==> src/rtl/updown_key_conditioner_pkg.sv <==
// Shared definitions for the up/down key conditioner.
//   chan_state_e : per-button channel FSM states
//   *_DEF        : default timing constants
//   max_u        : helper used by the elaboration-time timer width check
package updown_key_conditioner_pkg;

  typedef enum logic [2:0] {
    ST_IDLE        = 3'd0,
    ST_DEB_PRESS   = 3'd1,
    ST_PRESSED     = 3'd2,
    ST_REPEAT      = 3'd3,
    ST_DEB_RELEASE = 3'd4
  } chan_state_e;

  localparam int unsigned DEBOUNCE_CYCLES_DEF = 4;
  localparam int unsigned REPEAT_DELAY_DEF    = 16;
  localparam int unsigned REPEAT_PERIOD_DEF   = 4;
  localparam int unsigned CNT_W_DEF           = 8;

  function automatic int unsigned max_u(input int unsigned a, input int unsigned b);
    return (a > b) ? a : b;
  endfunction

endpackage

==> src/rtl/updown_key_conditioner_key_channel.sv <==
// key_channel: one pushbutton channel.
//   clock   : system clock, all flops on posedge
//   clear_b : synchronous active-high reset
//   raw     : asynchronous raw button level (1 = pressed)
//   pulse   : registered one-cycle press / auto-repeat strobe
//   held    : registered, 1 while the channel is in PRESSED or REPEAT
// Two-flop synchroniser feeding a debounce / auto-repeat FSM with a shared timer.
module key_channel
  import updown_key_conditioner_pkg::*;
#(
  parameter int unsigned DEBOUNCE_CYCLES = DEBOUNCE_CYCLES_DEF,
  parameter int unsigned REPEAT_DELAY    = REPEAT_DELAY_DEF,
  parameter int unsigned REPEAT_PERIOD   = REPEAT_PERIOD_DEF,
  parameter int unsigned CNT_W           = CNT_W_DEF
) (
  input  logic clock,
  input  logic clear_b,
  input  logic raw,
  output logic pulse,
  output logic held
);

  if (DEBOUNCE_CYCLES < 2) begin : g_bad_debounce
    $error("key_channel: DEBOUNCE_CYCLES must be >= 2");
  end
  if (REPEAT_PERIOD < 2) begin : g_bad_period
    $error("key_channel: REPEAT_PERIOD must be >= 2");
  end
  if (((64'd1 << CNT_W) - 64'd1) < 64'(max_u(DEBOUNCE_CYCLES, REPEAT_DELAY))) begin : g_bad_cnt_w
    $error("key_channel: CNT_W too narrow for max(DEBOUNCE_CYCLES, REPEAT_DELAY)");
  end

  // "t+1 == N" is evaluated as "t == N-1" so the timer never has to reach N.
  localparam logic [CNT_W-1:0] DEB_LAST = CNT_W'(DEBOUNCE_CYCLES - 1);
  localparam logic [CNT_W-1:0] DLY_LAST = CNT_W'(REPEAT_DELAY - 1);
  localparam logic [CNT_W-1:0] PER_LAST = CNT_W'(REPEAT_PERIOD - 1);
  localparam logic [CNT_W-1:0] T_ONE    = CNT_W'(1);

  logic             s1_q, s1_d;
  logic             s2_q, s2_d;
  chan_state_e      state_q, state_d;
  logic [CNT_W-1:0] t_q, t_d;
  logic             pulse_q, pulse_d;
  logic             held_q, held_d;

  always_comb begin
    s1_d    = raw;
    s2_d    = s1_q;
    state_d = state_q;
    t_d     = t_q;
    pulse_d = 1'b0;

    unique case (state_q)
      ST_IDLE: begin
        if (s2_q) begin
          state_d = ST_DEB_PRESS;
          t_d     = T_ONE;
        end
      end
      ST_DEB_PRESS: begin
        if (!s2_q) begin
          state_d = ST_IDLE;
          t_d     = '0;
        end else if (t_q == DEB_LAST) begin
          state_d = ST_PRESSED;
          pulse_d = 1'b1;
          t_d     = '0;
        end else begin
          t_d = t_q + T_ONE;
        end
      end
      ST_PRESSED: begin
        if (!s2_q) begin
          state_d = ST_DEB_RELEASE;
          t_d     = T_ONE;
        end else if (t_q == DLY_LAST) begin
          state_d = ST_REPEAT;
          pulse_d = 1'b1;
          t_d     = '0;
        end else begin
          t_d = t_q + T_ONE;
        end
      end
      ST_REPEAT: begin
        if (!s2_q) begin
          state_d = ST_DEB_RELEASE;
          t_d     = T_ONE;
        end else if (t_q == PER_LAST) begin
          pulse_d = 1'b1;
          t_d     = '0;
        end else begin
          t_d = t_q + T_ONE;
        end
      end
      ST_DEB_RELEASE: begin
        // A bounce during release resumes the existing press without a new pulse.
        if (s2_q) begin
          state_d = ST_PRESSED;
          t_d     = '0;
        end else if (t_q == DEB_LAST) begin
          state_d = ST_IDLE;
          t_d     = '0;
        end else begin
          t_d = t_q + T_ONE;
        end
      end
      default: begin
        state_d = ST_IDLE;
        t_d     = '0;
      end
    endcase

    held_d = (state_d == ST_PRESSED) || (state_d == ST_REPEAT);
  end

  always_ff @(posedge clock) begin
    if (clear_b) begin
      s1_q    <= 1'b0;
      s2_q    <= 1'b0;
      state_q <= ST_IDLE;
      t_q     <= '0;
      pulse_q <= 1'b0;
      held_q  <= 1'b0;
    end else begin
      s1_q    <= s1_d;
      s2_q    <= s2_d;
      state_q <= state_d;
      t_q     <= t_d;
      pulse_q <= pulse_d;
      held_q  <= held_d;
    end
  end

  assign pulse = pulse_q;
  assign held  = held_q;

endmodule

==> src/rtl/updown_key_conditioner.sv <==
// updown_key_conditioner: turns two raw pushbutton levels into clean, mutually
// exclusive one-cycle up/down count-enable pulses for the 4-bit up/down counter.
//   clock        : system clock
//   clear_b      : synchronous active-high reset
//   btn_up_raw   : raw "up" button level
//   btn_down_raw : raw "down" button level
//   up / down    : registered one-cycle count pulses (never both 1)
//   conflict     : registered one-cycle flag, coincident pulses were dropped
//   held_up      : up channel in PRESSED or REPEAT
//   held_down    : down channel in PRESSED or REPEAT
module updown_key_conditioner
  import updown_key_conditioner_pkg::*;
#(
  parameter int unsigned DEBOUNCE_CYCLES = DEBOUNCE_CYCLES_DEF,
  parameter int unsigned REPEAT_DELAY    = REPEAT_DELAY_DEF,
  parameter int unsigned REPEAT_PERIOD   = REPEAT_PERIOD_DEF,
  parameter int unsigned CNT_W           = CNT_W_DEF
) (
  input  logic clock,
  input  logic clear_b,
  input  logic btn_up_raw,
  input  logic btn_down_raw,
  output logic up,
  output logic down,
  output logic conflict,
  output logic held_up,
  output logic held_down
);

  logic pu, pd;
  logic up_q, up_d;
  logic down_q, down_d;
  logic conflict_q, conflict_d;

  key_channel #(
    .DEBOUNCE_CYCLES (DEBOUNCE_CYCLES),
    .REPEAT_DELAY    (REPEAT_DELAY),
    .REPEAT_PERIOD   (REPEAT_PERIOD),
    .CNT_W           (CNT_W)
  ) u_up (
    .clock   (clock),
    .clear_b (clear_b),
    .raw     (btn_up_raw),
    .pulse   (pu),
    .held    (held_up)
  );

  key_channel #(
    .DEBOUNCE_CYCLES (DEBOUNCE_CYCLES),
    .REPEAT_DELAY    (REPEAT_DELAY),
    .REPEAT_PERIOD   (REPEAT_PERIOD),
    .CNT_W           (CNT_W)
  ) u_down (
    .clock   (clock),
    .clear_b (clear_b),
    .raw     (btn_down_raw),
    .pulse   (pd),
    .held    (held_down)
  );

  always_comb begin
    up_d       = pu & ~pd;
    down_d     = pd & ~pu;
    conflict_d = pu & pd;
  end

  always_ff @(posedge clock) begin
    if (clear_b) begin
      up_q       <= 1'b0;
      down_q     <= 1'b0;
      conflict_q <= 1'b0;
    end else begin
      up_q       <= up_d;
      down_q     <= down_d;
      conflict_q <= conflict_d;
    end
  end

  assign up       = up_q;
  assign down     = down_q;
  assign conflict = conflict_q;

endmodule

==> config.mk <==
export PLATFORM = sky130hd
export DESIGN_NAME = updown_key_conditioner
export DESIGN_NICKNAME = d
export VERILOG_FILES = /design/src/rtl/updown_key_conditioner_pkg.sv /design/src/rtl/updown_key_conditioner_key_channel.sv /design/src/rtl/updown_key_conditioner.sv
export SDC_FILE = /design/constraint.sdc
export NUM_CORES = 1
export LEC_CHECK = 0
export CAP_MARGIN = 20
export CORE_AREA = 4 4 62 64
export CTS_CLUSTER_SIZE = 30
export DETAILED_ROUTE_END_ITERATION = 8
export DIE_AREA = 0 0 66 68
export HOLD_SLACK_MARGIN = 0.08
export PLACE_DENSITY_LB_ADDON = 0.08
export SLEW_MARGIN = 20
export SYNTH_ARGS = -nofsm -noshare
export SYNTH_HDL_FRONTEND = slang
export SYNTH_SLANG_ARGS = --single-unit
==> constraint.sdc <==
create_clock -name clock -period 2.1 [get_ports clock]
set_input_delay 0.21 -clock clock [delete_from_list [all_inputs] [get_ports clock]]
set_output_delay 0.21 -clock clock [all_outputs]
set_load 0.005 [all_outputs]
Yosys cells after proc, flatten, opt, wreduce, memory -nomap -nowiden. Cells that the tools add are included.

Register bits: 33. Bits in latches: 0. Memory bits (writable): 0. Memory bits (read-only): 0. Bits of input ports: 4. Output and inout port bits: 5. Word-level logic and storage cells: 90. Memories: 0.

Add/subtract/negate cells: 2. Multiply operators: 0. Divide/modulo/power cells: 0. Order comparisons: 0. Equal/unequal tests: 18. Shift operators: 0. Mux-type cells: 44. Bitwise gates (word level): 5. Reductions and logical operators: 6.

Operators by type and width (count): two-way mux 8 bit (14); one-hot mux 8 bit (5 select lines) (2); two-way mux 3 bit (16); one-hot mux 3 bit (5 select lines) (2); equality test 3 x 2 -> 1 bit, second input constant (8); adder 8 x 1 -> 8 bit, second input constant (2); equality test 8 x 2 -> 1 bit, second input constant (2); equality test 8 x 4 -> 1 bit, second input constant (2); two-way mux 1 bit (8); equality test 3 x 1 -> 1 bit, second input constant (2); equality test 3 bit, second input constant (2); zero test 3 bit (2); inequality test 2 x 1 -> 1 bit, second input constant (2); one-hot mux 1 bit (2 select lines) (2); OR reduction 2 bit (2); AND 1 bit (3); logical OR 1 bit (2); NOT 1 bit (2).

Depth between registers and ports, before layout. Gate-level depths: netlist of run 1.

Depth after elaboration: 6. Depth in mapped cells: 6. Mapped depth without buffers: 6.

Modules after synthesis. A second synthesis of run 1 with hierarchy kept.

Cells, all modules: 218. Area total of the unflattened synthesis: 1888.1 µm².

By module, submodules not included: key_channel (u_down) (times used 1, cells each 106, area each 905.9 µm², sequential area each 300.3 µm²); key_channel (u_up) (times used 1, cells each 106, area each 897.1 µm², sequential area each 300.3 µm²); updown_key_conditioner (times used 1, cells each 6, area each 85.1 µm², sequential area each 60.1 µm²).

Least setup slack after synthesis of run 1. OpenSTA, ideal clock, no wires.

Path kind: flip-flop to flip-flop. Start: register u_up.t_q[0]. End: register u_up.t_q[4]. Setup time: 0.117 ns. Data arrival time: 1.702 ns. Data required time: 1.983 ns. Setup slack: 0.281 ns. Cell stages (with the launch flop): 7. Path buffers: 0. Clock period less this slack: 1.819 ns. Cells stage by stage: dfxtp_1 > ha_1 > or3b_2 > o22ai_1 > a21oi_2 > a21o_1 > a22o_1.

Longest elaborated chain between the ends: 4. Elaborated cells on any way between the ends: 10. Those cells by class: 1 x add/sub; 2 x eq/ne; 7 x mux.

Ends and longest elaborated chain: start, declared (line updown_key_conditioner_key_channel.sv:42) `logic [CNT_W-1:0] t_q, t_d;`; start signal, assigned (line updown_key_conditioner_key_channel.sv:128) `t_q <= t_d;`; adder 8 x 1 -> 8 bit (tied with other cells); two-way mux 8 bit (on tied branches) (2 in series); one-hot mux 8 bit (5 select lines) * (line updown_key_conditioner_key_channel.sv:53) `unique case (state_q)`.

Every way passes the cells marked *; elsewhere a longest branch is shown, timed or not. A chain may end at the register's enable or synchronous reset.

Worst setup path in the final report of run 1. Same ends and word-level chain as after synthesis.

==> results of run 1 <==
==> sequential cells by signal, summed over array words and instances (netlist names), 3 cells and up <==
| signal | flops |
|---|---|
| u_up.state_q | 3 |
| u_up.t_q | 8 |
| u_down.t_q | 8 |
| u_down.state_q | 3 |
==> worst max-delay path: cells and delay by family (launching register included) <==
kind / cells / cell delay (ps)
AO/OA/AOI/OAI: 4 / 780
adder cells (fa/ha/maj): 1 / 230
flip-flops: 1 / 420
AND/OR/NAND/NOR: 1 / 480
==> report_power, final <==
| part | total (mW) | internal, mW | switching, mW |
|---|---|---|---|
| Sequential | 0.644 | 0.633 | 0.0108 |
| Combinational | 0.0601 | 0.0250 | 0.0351 |
| Clock | 0.354 | 0.126 | 0.228 |
| Total | 1.06 | 0.784 | 0.274 |
==> cell usage in the layout, fill, tap and decap left out, drive strengths merged, types with 2 or more instances in the layout <==
cell type,count
a2111oi,2
a211oi,4
a21o,4
a21oi,16
a22o,3
a31oi,2
a32oi,2
and3,7
buf,8
clkbuf,5
clkdlybuf4s50,8
clkinv,2
dfxtp,33
ha,2
inv,4
nand2,22
nand2b,3
nand3,13
nor2,14
nor2b,7
nor3,11
nor3b,7
nor4,3
o211ai,3
o21a,3
o21ai,10
o22ai,7
or3,2
or4,3
==> per-stage QoR <==
stage	hold WS (ps)	instances	area [µm²]	power, mW	setup WS, ps
global placement	415	264	1910	0.716	202
CTS	406	272	1970	1.07	111
detailed placement	423	264	1910	0.718	129
finish	428	272	1970	1.06	91.6
floorplan	338	213	1760	0.697	281
global route	395	272	1970	1.11	11.5
==> final timing paths <==
kind,start,endpoint,slack (ps),cells past startpoint
setup reg to reg,u_up.t_q[0],u_up.t_q[4],90,6
hold reg to reg,u_up.pulse,down,440,1
setup / recovery,u_up.t_q[0],u_up.t_q[4],90,6
hold / removal,btn_up_raw,u_up.s1_q,430,2
==> final cells by class <==
type	count	area (µm²)
fill	300	1320
multi-input combinational	165	1040
sequential	33	661
timing repair buffer	16	140
tap	46	57.6
clock buffer	5	37.5
clock inverter	3	17.5
inverter	4	15.0
==> kinds of logic after synthesis <==
kind of cell / count (synthesis) / share of synthesized area
flops: 33 / 0.376
simple gates: 99 / 0.321
compound gates: 63 / 0.249
fa+ha+maj: 2 / 0.0142
mux: 1 / 0.00570
buf+inv: 15 / 0.0335
==> per-layer routing <==
metal | track usage | wire (µm) | vias up
met1 | 0.252 | 1910 | 770
met5 | 0 | 0 | -
li1 | - | - | 818
met2 | 0.302 | 1730 | 65
met4 | 0.0635 | 23 | 0
met3 | 0.0575 | 304 | 4
==> results.json, run 1 <==
{
  "wl_um": 3960,
  "status": "finished, final reports clean",
  "yosys-top-cells-area": "dfxtp_1 38%, nand2_1 4.7%, a21oi_1 4.3%, nand3_1 3.7%, nor2_1 3.0%",
  "final_nets": 231,
  "maxSlewViolCount": 0,
  "antenna_cells": 0,
  "htreeDepth": 2,
  "syn_inst": 213,
  "endpoint_kind": "flip-flop",
  "required_ps": 2330,
  "yosysTopAreaCell": "dfxtp_1",
  "cts_setup_buffers": 0,
  "synth_seq_area_share": 0.376,
  "powerDensity_nw_per_um2": 538,
  "cp_slowest_cell": "or3b_2",
  "vias": 1657,
  "ys_types": 52,
  "hpwlAfterDp_um": 2780,
  "placement_rows": 21,
  "initial_core_util": 0.535,
  "final.setup_skew_ps": 11.1,
  "cts_hold_buf": 0,
  "grt_max_degree": 15,
  "post_synth.cell_area_avg_um2": 8.25,
  "worstSetupPathType": "flip-flop to flip-flop",
  "pin_count": 9,
  "p_leak_nw": 0.727,
  "synthArstFlopShare": 0,
  "clkSinkCount": 33,
  "drc": 0,
  "die_w_um": 66,
  "grt-ovfl-total": 0,
  "fmax_mhz": 498,
  "design.die.area_um2": 4490,
  "dr.pass1.iters": 4,
  "max_stage_delay_ps": 480,
  "yosysTopAreaCellShare": 0.376,
  "io_buffers": 8,
  "first_global_vias": 1470,
  "clock_path_buffers": 2,
  "ant_nets": 0,
  "coreArea_um2": 3280,
  "hold_viol": 0,
  "rsz0062_at_grt": "false",
  "worstPathArrival_ps": 2240,
  "gp_congestion": 0.934,
  "antenna_found_initial": 0,
  "post-synth-top-count-cell": "dfxtp_1",
  "fin_tns_setup_ps": 0,
  "setup.worst_path.start_class": "flip-flop",
  "yosysWarnings": 0,
  "min_period_ps": 2010,
  "drv_cap": 0,
  "root_buffer": "clkbuf_4",
  "die_y_um": 68,
  "syn_area_um2": 1760,
  "synth_ff_type": "dfxtp_1",
  "wire_per_inst_um": 14.6,
  "drive_gt1_frac": 0.128,
  "vias_per_cell": 6.09,
  "areaGrowthSynthToFinish_pct": 11.9,
  "worst_pin_slew_ps": 619,
  "timing.final.crit_share": 0.956,
  "grt_pass1_wl_um": 6690,
  "final_util": 0.598,
  "slew_headroom": 0.576,
  "setup_viol": 0,
  "clkTransAtPathRegs_ps": 110,
  "synth_fp_nets": 219,
  "cts_resized": 0,
  "synth_common_cells": "33 x dfxtp_1, 22 x nand2_1, 15 x a21oi_1",
  "min_path_type": "input port to flip-flop",
  "drt_iter0_markers": 135,
  "clk_latency_ps": 340,
  "grtUsageTotal": 0.192,
  "synth-edff-count": 0,
  "synth-seq-cells": 33,
  "cts_buffers": 5,
  "cp_cell_sequence": "ha_1 -> or3b_2 -> o22ai_1 -> a21oi_2 -> a21o_1 -> a22o_1",
  "worst-path-max-fanout": 8,
  "ir_drop_uv": 408,
  "cts_tree": "yes"
}
(Power assumes the default switching activity.)
==> run 2, diff against run 1 <==
--- a/config.mk
+++ b/config.mk
@@ -12,7 +12,6 @@
 export DIE_AREA = 0 0 66 68
 export HOLD_SLACK_MARGIN = 0.08
 export PLACE_DENSITY_LB_ADDON = 0.08
-export SLEW_MARGIN = 20
 export SYNTH_ARGS = -nofsm -noshare
 export SYNTH_HDL_FRONTEND = slang
 export SYNTH_SLANG_ARGS = --single-unit
==> results of run 2 <==
Same layout as run 1: the final DEF is identical, and so are final timing and power.
==> run 3, diff against run 2 <==
--- a/config.mk
+++ b/config.mk
@@ -6,10 +6,10 @@
 export NUM_CORES = 1
 export LEC_CHECK = 0
 export CAP_MARGIN = 20
-export CORE_AREA = 4 4 62 64
+export CORE_AREA = 8 8 66 68
 export CTS_CLUSTER_SIZE = 30
 export DETAILED_ROUTE_END_ITERATION = 8
-export DIE_AREA = 0 0 66 68
+export DIE_AREA = 0 0 74 76
 export HOLD_SLACK_MARGIN = 0.08
 export PLACE_DENSITY_LB_ADDON = 0.08
 export SYNTH_ARGS = -nofsm -noshare
==> run 3 against run 2 <==
  * Sequential share of layout area is 0.42 points lower
  * Die area increased by 25%
  * Clock skew down 3.3 ps
  * Combinational power rose by 6.8%
  * Clock power up 16%
  * Sequential cell count stayed put
  * Final cell count is 1.1% higher
  * Largest power group unchanged
  * First-iteration DRC count fell by 31%
  * Critical path type unchanged
  * Total power rose by 5.6%
==> results.json, run 3 (synthesis gave the netlist of run 1 again) <==
{
  "worst_pin_slew_ps": 553,
  "cts_hold_buf": 0,
  "setup_viol": 0,
  "switching_power_mw": 0.263,
  "reg2reg_depth": 6,
  "design.die.area_um2": 5620,
  "powerDensity_nw_per_um2": 562,
  "grt_max_degree": 15,
  "drc": 0,
  "max_stage_delay_ps": 480,
  "grt_pass1_wl_um": 6630,
  "rsz0062_at_grt": "false",
  "endpoint_kind": "flip-flop",
  "min_path_type": "input port to flip-flop",
  "cts_buffers": 5,
  "vias": 1649,
  "min_period_ps": 2000,
  "whs_ps": 417,
  "antenna_found_initial": 0,
  "r2r-end": "u_up.t_q[4]",
  "grtUsageTotal": 0.147,
  "r2r_setup_slack_ps": 100,
  "fmax_mhz": 501,
  "hold_path_depth": 2,
  "die_y_um": 76,
  "timing.final.crit_share": 0.951,
  "ant_nets": 0,
  "dpl.cell_count": 267,
  "status": "finished, final reports clean",
  "root_buffer": "clkbuf_4",
  "reg_top3": "u_down.t_q x8, u_up.t_q x8",
  "clk_latency_ps": 340,
  "critPathTopFamily": "compound AO/OA/AOI/OAI gates",
  "cts_tree": "yes",
  "clock_path_buffers": 2,
  "r2r_start": "u_up.t_q[0]",
  "ir_drop_uv": 375,
  "crit_buf_inv": 0,
  "drive_gt1_frac": 0.132,
  "placed_area_um2": 1920,
  "drt_iter0_markers": 93,
  "io_buffers": 8,
  "htreeDepth": 2,
  "final_cell_mix": "33 x dfxtp_1, 22 x nand2_1, 15 x a21oi_1, 14 x nor2_1, 13 x nand3_1",
  "hold_viol": 0,
  "final.setup_skew_ps": 7.84,
  "coreArea_um2": 3440,
  "cts_setup_buffers": 0,
  "wire_per_inst_um": 14.1,
  "mostFrequentLayoutCell": "dfxtp_1",
  "pin_count": 9,
  "placement_rows": 22,
  "worst-path-max-fanout": 8,
  "switching_share": 0.236,
  "slew_headroom": 0.622,
  "min-delay-start": "btn_down_raw",
  "vias_per_cell": 6.00,
  "gp_congestion": 0.878,
  "cts_resized": 0,
  "first_global_vias": 1537,
  "drv_cap": 0,
  "comb_power_share": 0.057,
  "cp_cell_sequence": "ha_1 -> or3b_2 -> o22ai_1 -> a21oi_2 -> a21o_1 -> a22o_1",
  "final_cells": 275,
  "areaGrowthSynthToFinish_pct": 13.3,
  "initial_core_util": 0.511,
  "dr.pass1.iters": 4,
  "grt-ovfl-total": 0,
  "p_leak_nw": 0.742,
  "worstPathArrival_ps": 2230,
  "worstSetupPathType": "flip-flop to flip-flop",
  "hold_end": "u_down.s1_q",
  "final_nets": 232,
  "clkSinkCount": 33,
  "post-route-cell-area_um2": 1990,
  "setup.worst_path.start_class": "flip-flop",
  "seqPwrFrac": 0.574,
  "cp_slowest_cell": "or3b_2",
  "pwr-share-clk": 0.368,
  "required_ps": 2340,
  "antenna_cells": 0,
  "clkTransAtPathRegs_ps": 100,
  "fin_tns_setup_ps": 0,
  "p_int_mw": 0.854,
  "die_w_um": 74,
  "wl_um": 3880,
  "maxSlewViolCount": 0,
  "hpwlAfterDp_um": 2820
}
## run 3: how the worst max path moves through the flow
stage / depth (start not counted) / endpoint / from / slack, ps
after floorplan: 6 / u_up.t_q[4] / u_up.t_q[0] / 280
after detailed placement: 6 / u_up.t_q[4] / u_up.t_q[0] / 140
final: 6 / u_up.t_q[4] / u_up.t_q[0] / 100
after CTS: 6 / u_up.t_q[4] / u_up.t_q[0] / 120
after global routing: 6 / u_up.t_q[4] / u_up.t_q[0] / 20
after global placement: 6 / u_up.t_q[4] / u_up.t_q[0] / 190
## run 3: routing by layer
layer / vias up / share of wire / routed length, µm / GRT usage
met2: 36 / 0.54 / 2080 / 0.258
met3: 6 / 0.040 / 154 / 0.0421
met4: 0 / 0.018 / 71 / 0.0760
li1: 828 / - / - / -
met1: 779 / 0.40 / 1570 / 0.149
met5: - / 0 / 0 / 0
## run 3: power by group through the flow
stage	sequential, mW	clock [mW]	combinational [mW]
after global placement	0.656	0	0.0628
after detailed placement	0.656	0	0.0650
after CTS	0.642	0.426	0.0652
final	0.642	0.411	0.0642
after global routing	0.643	0.457	0.0717
after floorplan	0.652	0	0.0449
## run 3: per-stage QoR
stage               power, mW  utilization  setup slack, ps
detailed placement      0.721        0.558              137
floorplan               0.697            -              281
CTS                      1.13        0.579              118
finish                   1.12        0.579              103
global placement        0.718        0.558              193
global route             1.17        0.579             24.5
## run 3: layout make-up
cell class,instances,area [µm²]
clock buffers,7,65.1
clock inverters,1,5.00
fillers,325,1450
well taps,48,60.1
multi-input cells,165,1040
flip-flops and latches,33,661
inverters,4,15.0
repair buffers,17,148
